### src/rtl/capture_ctrl.sv
// capture_ctrl: sequences one acquisition into the circular trace RAM (prefill, arm, trigger, post).
// Build option: define CAPTURE_DECIMATE_EN to compile in the 16-bit sample prescaler.
module capture_ctrl #(
    parameter int ENTRIES = 384,
    parameter int AW      = 9
) (
    input  logic          i_clk,
    input  logic          i_rst,
    input  logic          i_capture_go,
    input  logic [AW-1:0] i_trig_pos,
    input  logic          i_trig_in,
    input  logic [3:0]    i_decimator,
    input  logic          i_dump_busy,
    output logic          o_we,
    output logic          o_cap_en,
    output logic [AW-1:0] o_cap_addr,
    output logic [AW-1:0] o_trace_end,
    output logic          o_armed,
    output logic          o_triggered,
    output logic          o_capture_done,
    output logic [2:0]    o_dbg_state
);

    typedef enum logic [2:0] {
        ST_IDLE    = 3'd0,
        ST_PREFILL = 3'd1,
        ST_ARMED   = 3'd2,
        ST_POST    = 3'd3,
        ST_DONE    = 3'd4
    } state_t;

    localparam logic [AW-1:0] LAST_ADDR = AW'(ENTRIES - 1);
    localparam logic [AW:0]   DEPTH     = (AW+1)'(ENTRIES);

    state_t        r_state;
    logic [AW-1:0] r_ptr;
    logic [AW:0]   r_sample_cnt;
    logic [AW-1:0] r_post_cnt;
    logic [AW-1:0] r_keep;

    logic          w_go;
    logic          w_tick;
    logic [AW-1:0] w_keep_clamped;
    logic [AW-1:0] w_ptr_inc;
    logic [AW-1:0] w_last_written;
    logic [AW:0]   w_prefill_target;

    // A start request is only honoured while the dump path does not own the RAM.
    assign w_go             = i_capture_go & ~i_dump_busy;
    assign w_keep_clamped   = ({1'b0, i_trig_pos} >= DEPTH) ? LAST_ADDR : i_trig_pos;
    assign w_ptr_inc        = (r_ptr == LAST_ADDR) ? '0 : r_ptr + AW'(1);
    assign w_last_written   = (r_ptr == '0) ? LAST_ADDR : r_ptr - AW'(1);
    assign w_prefill_target = DEPTH - {1'b0, r_keep};
    assign o_dbg_state      = r_state;

`ifdef CAPTURE_DECIMATE_EN
    logic [15:0] r_presc;
    logic [3:0]  r_dec;
    logic [15:0] w_presc_max;
    logic        w_capturing;

    assign w_capturing = (r_state == ST_PREFILL) || (r_state == ST_ARMED) || (r_state == ST_POST);
    assign w_presc_max = (16'd1 << r_dec) - 16'd1;
    assign w_tick      = (r_presc == w_presc_max);

    // The start edge itself is a sample; the prescaler then counts from zero.
    always_ff @(posedge i_clk or posedge i_rst) begin
        if (i_rst) begin
            r_presc <= '0;
            r_dec   <= '0;
        end else if (w_go) begin
            r_presc <= '0;
            r_dec   <= i_decimator;
        end else if (w_capturing) begin
            r_presc <= w_tick ? 16'd0 : r_presc + 16'd1;
        end
    end
`else
    logic w_unused_decimator;
    assign w_unused_decimator = ^i_decimator;
    assign w_tick             = 1'b1;
`endif

    always_ff @(posedge i_clk or posedge i_rst) begin
        if (i_rst) begin
            r_state        <= ST_IDLE;
            r_ptr          <= '0;
            r_sample_cnt   <= '0;
            r_post_cnt     <= '0;
            r_keep         <= '0;
            o_we           <= 1'b0;
            o_cap_en       <= 1'b0;
            o_cap_addr     <= '0;
            o_trace_end    <= '0;
            o_armed        <= 1'b0;
            o_triggered    <= 1'b0;
            o_capture_done <= 1'b0;
        end else begin
            o_cap_en <= 1'b0;
            if (w_go) begin
                r_state        <= ST_PREFILL;
                r_keep         <= w_keep_clamped;
                r_sample_cnt   <= (AW+1)'(1);
                r_post_cnt     <= '0;
                r_ptr          <= (ENTRIES > 1) ? AW'(1) : '0;
                o_cap_en       <= 1'b1;
                o_cap_addr     <= '0;
                o_we           <= 1'b1;
                o_armed        <= 1'b0;
                o_triggered    <= 1'b0;
                o_capture_done <= 1'b0;
            end else begin
                case (r_state)
                    ST_PREFILL: begin
                        if (r_sample_cnt >= w_prefill_target) begin
                            r_state <= ST_ARMED;
                            o_armed <= 1'b1;
                        end
                        if (w_tick) begin
                            o_cap_en     <= 1'b1;
                            o_cap_addr   <= r_ptr;
                            r_ptr        <= w_ptr_inc;
                            r_sample_cnt <= r_sample_cnt + (AW+1)'(1);
                        end
                    end
                    ST_ARMED: begin
                        if (i_trig_in && (r_keep == '0)) begin
                            r_state        <= ST_DONE;
                            o_we           <= 1'b0;
                            o_armed        <= 1'b0;
                            o_capture_done <= 1'b1;
                            o_trace_end    <= w_last_written;
                        end else begin
                            if (i_trig_in) begin
                                r_state     <= ST_POST;
                                r_post_cnt  <= '0;
                                o_armed     <= 1'b0;
                                o_triggered <= 1'b1;
                            end
                            // The trigger cycle's own sample is written but not counted.
                            if (w_tick) begin
                                o_cap_en   <= 1'b1;
                                o_cap_addr <= r_ptr;
                                r_ptr      <= w_ptr_inc;
                            end
                        end
                    end
                    ST_POST: begin
                        if (r_post_cnt == r_keep) begin
                            r_state        <= ST_DONE;
                            o_we           <= 1'b0;
                            o_triggered    <= 1'b0;
                            o_capture_done <= 1'b1;
                            o_trace_end    <= w_last_written;
                        end else if (w_tick) begin
                            o_cap_en   <= 1'b1;
                            o_cap_addr <= r_ptr;
                            r_ptr      <= w_ptr_inc;
                            r_post_cnt <= r_post_cnt + AW'(1);
                        end
                    end
                    default: begin
                    end
                endcase
            end
        end
    end

endmodule

### config.mk
export PLATFORM = sky130hd
export DESIGN_NAME = capture_ctrl
export DESIGN_NICKNAME = d
export VERILOG_FILES = /design/src/rtl/capture_ctrl.sv
export SDC_FILE = /design/constraint.sdc
export NUM_CORES = 1
export LEC_CHECK = 0
export BUFFER_PORTS_ARGS = -buffer_cell sky130_fd_sc_hd__buf_2
export CAP_MARGIN = 20
export CORE_AREA = 2 2 82 84
export CTS_CLUSTER_SIZE = 20
export DETAILED_ROUTE_END_ITERATION = 6
export DIE_AREA = 0 0 84 86
export GPL_TIMING_DRIVEN = 0
export PLACE_DENSITY = 0.84
export SYNTH_ARGS = -nofsm -noshare
export SYNTH_HDL_FRONTEND = slang
export SYNTH_SLANG_ARGS = --single-unit
### constraint.sdc
create_clock -name i_clk -period 4.15 [get_ports i_clk]
set_input_delay 0.83 -clock i_clk [delete_from_list [all_inputs] [get_ports i_clk]]
set_output_delay 0.83 -clock i_clk [all_outputs]
set_load 0.03 [all_outputs]
==> results_dict.tcl <==
set metrics [dict create \
    grt_pass1_vias 2892 \
    rows 29 \
    intPower_mw 1.388 \
    period_needed_ns 3.347 \
    slew_viol_final 0 \
    crit_path_top_delay_cell "or4_1" \
    synth-main-ff-cell "dfrtp_1" \
    cpLargestDelayFamily "simple AND/OR/NAND/NOR gates" \
    routedWlPerCell_um 15.75 \
    crit_path_end_kind "flip-flop" \
    final_cells 493 \
    dp_slack_ns 0.8025 \
    critPathKind "reg -> reg" \
    vias 2823 \
    syn-cell-area_um2 3557 \
    grt_pass1_wl_um 13460 \
    max_slew.worst_pin.slew_ns 0.8025 \
    die_w_um 84 \
    first_iter_violations 172 \
    start_util 0.5667 \
    layout-drive-gt1-share 0.2019 \
    max_cap_viol_count 0 \
    crit_path_frequent_cell "ha_1" \
    status "completed" \
    slowest_delay_ns 0.59 \
    dp.cells 478 \
    vdd_drop_max_mv 0.3072 \
    critPathRequiredTime_ns 4.37 \
    track_usage 0.2340 \
    worst_ep_arrival_time_ns 3.57 \
    finalCritPeriodShare 0.8065 \
    synthDistinctLibCells 52 \
    via_per_inst 5.726 \
    p_leak_nw 2.063 \
    critPathLaunchType "flip-flop" \
    num_io_pins 44 \
    comb_power_share 0.375 \
    syn_nets 394 \
    synth-edff-count 0 \
    p_clk_frac 0.262 \
    firstDrtPassIters 4 \
    worstSkewPairLatency_ns 0.34 \
    setup_slack_ns 0.8031 \
    avgSynthCellArea_um2 9.854 \
    drtAntennaViolNets 0 \
    skew_ns 0.006887 \
    cts_resized 0 \
    routed_wl_um 7765 \
    grt_max_degree 37 \
    synth_cells 361 \
    async_flop_share 1.000 \
    worstPathMaxFanout 4 \
    post_cts.repair.setup_buffers 0 \
    root_buffer "clkbuf_8" \
    yosysSeqAreaShare 0.4432 \
    ys.warnings.count 0 \
    finalSetupViolCount 0 \
    antenna_found_initial 0 \
    clock_sinks 63 \
    die_y_um 86 \
    yosys-top-cells-area "dfrtp_1 (44%), ha_1 (5.3%), mux2i_1 (4.8%)" \
    path_cells "inv_1 -> ha_1 -> nor4b_4 -> or2b_1 -> o21ai_0 -> xnor2_1 -> ha_1 -> nand4_1 -> a211oi_1 -> or4_1 -> nand3_2 -> mux2_2" \
    worst_slew_margin_rel 0.4632 \
    seq_power_share 0.364 \
    design_area_um2 4080 \
    antennaDiodeCount 0 \
    cts_tree "built" \
    ys_ff_latch 63 \
    fin_util 0.6500 \
    rsz0062_at_grt "false" \
    fmax_mhz 298.8 \
    totalNegativeSetupSlack_ns 0 \
    htreeDepth 3 \
    synth_top_area_share 0.4432 \
    synthToLayoutAreaGrowth_pct 14.70 \
    dieArea_um2 7224 \
    grt_remaining_overflow 0 \
    num-nets-final 445 \
    critPathBufInv 1 \
    route.detailed.drc 0 \
    cts.clk_slew.worst_paths_ns 0.07 \
    cts_buffers 9 \
    core_area_um2 6277 \
    place_area_um2 3869 \
    hold_buffers 0 \
    power.switching_mw 0.8454 \
    portBuffers 39 \
    swShare 0.3786 \
    hold_viol 0 \
    place_congestion 0.8374 \
    clockBufferDepth 2 \
    hold_class "reg -> reg" \
    p_per_area_nw_per_um2 547.3 \
    synth_top_area_cell "dfrtp_1" \
    post-dp-hpwl_um 5546 \
]
[state kept, by name, indices dropped and copies added, names as in the netlist]
name / count
r_ptr: 9
r_sample_cnt: 10
o_trace_end: 9
r_keep: 9
o_capture_done: 1
o_armed: 1
o_we: 1
o_triggered: 1
o_cap_en: 1
o_cap_addr: 9
r_post_cnt: 9
o_dbg_state: 3
[cells by family (layout without fill, tap and decap cells)]
family	after synthesis	count (layout)	synth area share
and+or+nand+nor	146	146	0.2107
DFF	63	63	0.4432
AOI/OAI and AO/OA	48	48	0.09884
xor gates and xnor gates	33	33	0.08125
buffers and inverters	30	85	0.03693
muxes	26	26	0.07633
adders and majority gates	15	15	0.05276
[cells in the mapped netlist, drive strengths merged (9+ instances only)]
cell    instances
mux2            9
mux2i          17
a21oi          16
nor2           37
clkbuf         10
nand4          11
xor2           15
ha             15
inv            12
nand2          41
xnor2          18
nand3          16
dfrtp          63
[cell type report]
| class | instances | area, µm² |
|---|---|---|
| sequential | 63 | 1577 |
| clock inverter | 4 | 70.07 |
| multi-input combinational | 268 | 1849 |
| inverter | 12 | 45.04 |
| buffer | 18 | 86.33 |
| fill | 509 | 2197 |
| clock buffer | 11 | 141.4 |
| timing repair buffer | 40 | 215.2 |
| tap | 77 | 96.34 |
[power by group through the flow]
stage | Combinational (mW) | Clock, mW | Sequential, mW
finish | 0.837 | 0.584 | 0.812
global route | 0.927 | 0.619 | 0.826
CTS | 0.835 | 0.591 | 0.811
detailed placement | 0.822 | 0 | 0.823
global placement | 0.793 | 0 | 0.815
floorplan | 0.568 | 0 | 0.877
[per-layer routing]
layer,GRT usage,part of all wire,up-vias
met5,0,0,-
met4,0.09677,0.018,0
met3,0.05486,0.045,13
met2,0.3985,0.51,74
met1,0.2880,0.43,1379
li1,-,-,1357
[metrics by stage]
step	hold slack, ns	power (mW)
CTS	0.4990	2.237
finish	0.4928	2.233
floorplan	0.5109	1.446
global route	0.5240	2.373
detailed placement	0.4836	1.645
global placement	0.4760	1.609
[placed cells by master (no fill, tap or decap), drive strengths merged, types with 4 or more instances in the layout]
cell | netlist | final
a21o | 4 | 4
a21oi | 16 | 16
buf | 8 | 48
clkbuf | 10 | 21
dfrtp | 63 | 63
ha | 15 | 15
inv | 12 | 12
mux2 | 9 | 9
mux2i | 17 | 17
nand2 | 41 | 41
nand2b | 6 | 6
nand3 | 16 | 16
nand3b | 4 | 4
nand4 | 11 | 11
nor2 | 37 | 37
nor3 | 8 | 8
nor3b | 4 | 4
o21ai | 4 | 4
o22a | 5 | 5
or3 | 4 | 4
xnor2 | 18 | 18
xor2 | 15 | 15
[worst paths after layout]
path | from | endpoint | slack, ns | cells past startpoint
min in group asynchronous | i_rst | o_cap_addr[6] | 0.56 | 2
max in group asynchronous | i_rst | r_post_cnt[5] | 2.98 | 3
worst min-delay path | o_capture_done | o_capture_done | 0.49 | 1
worst min register to register | o_capture_done | o_capture_done | 0.49 | 1
worst max-delay path | r_keep[0] | o_dbg_state[1] | 0.80 | 12
worst max register to register | r_keep[0] | o_dbg_state[1] | 0.80 | 12
Note: power is estimated with default switching activity, not from simulation.
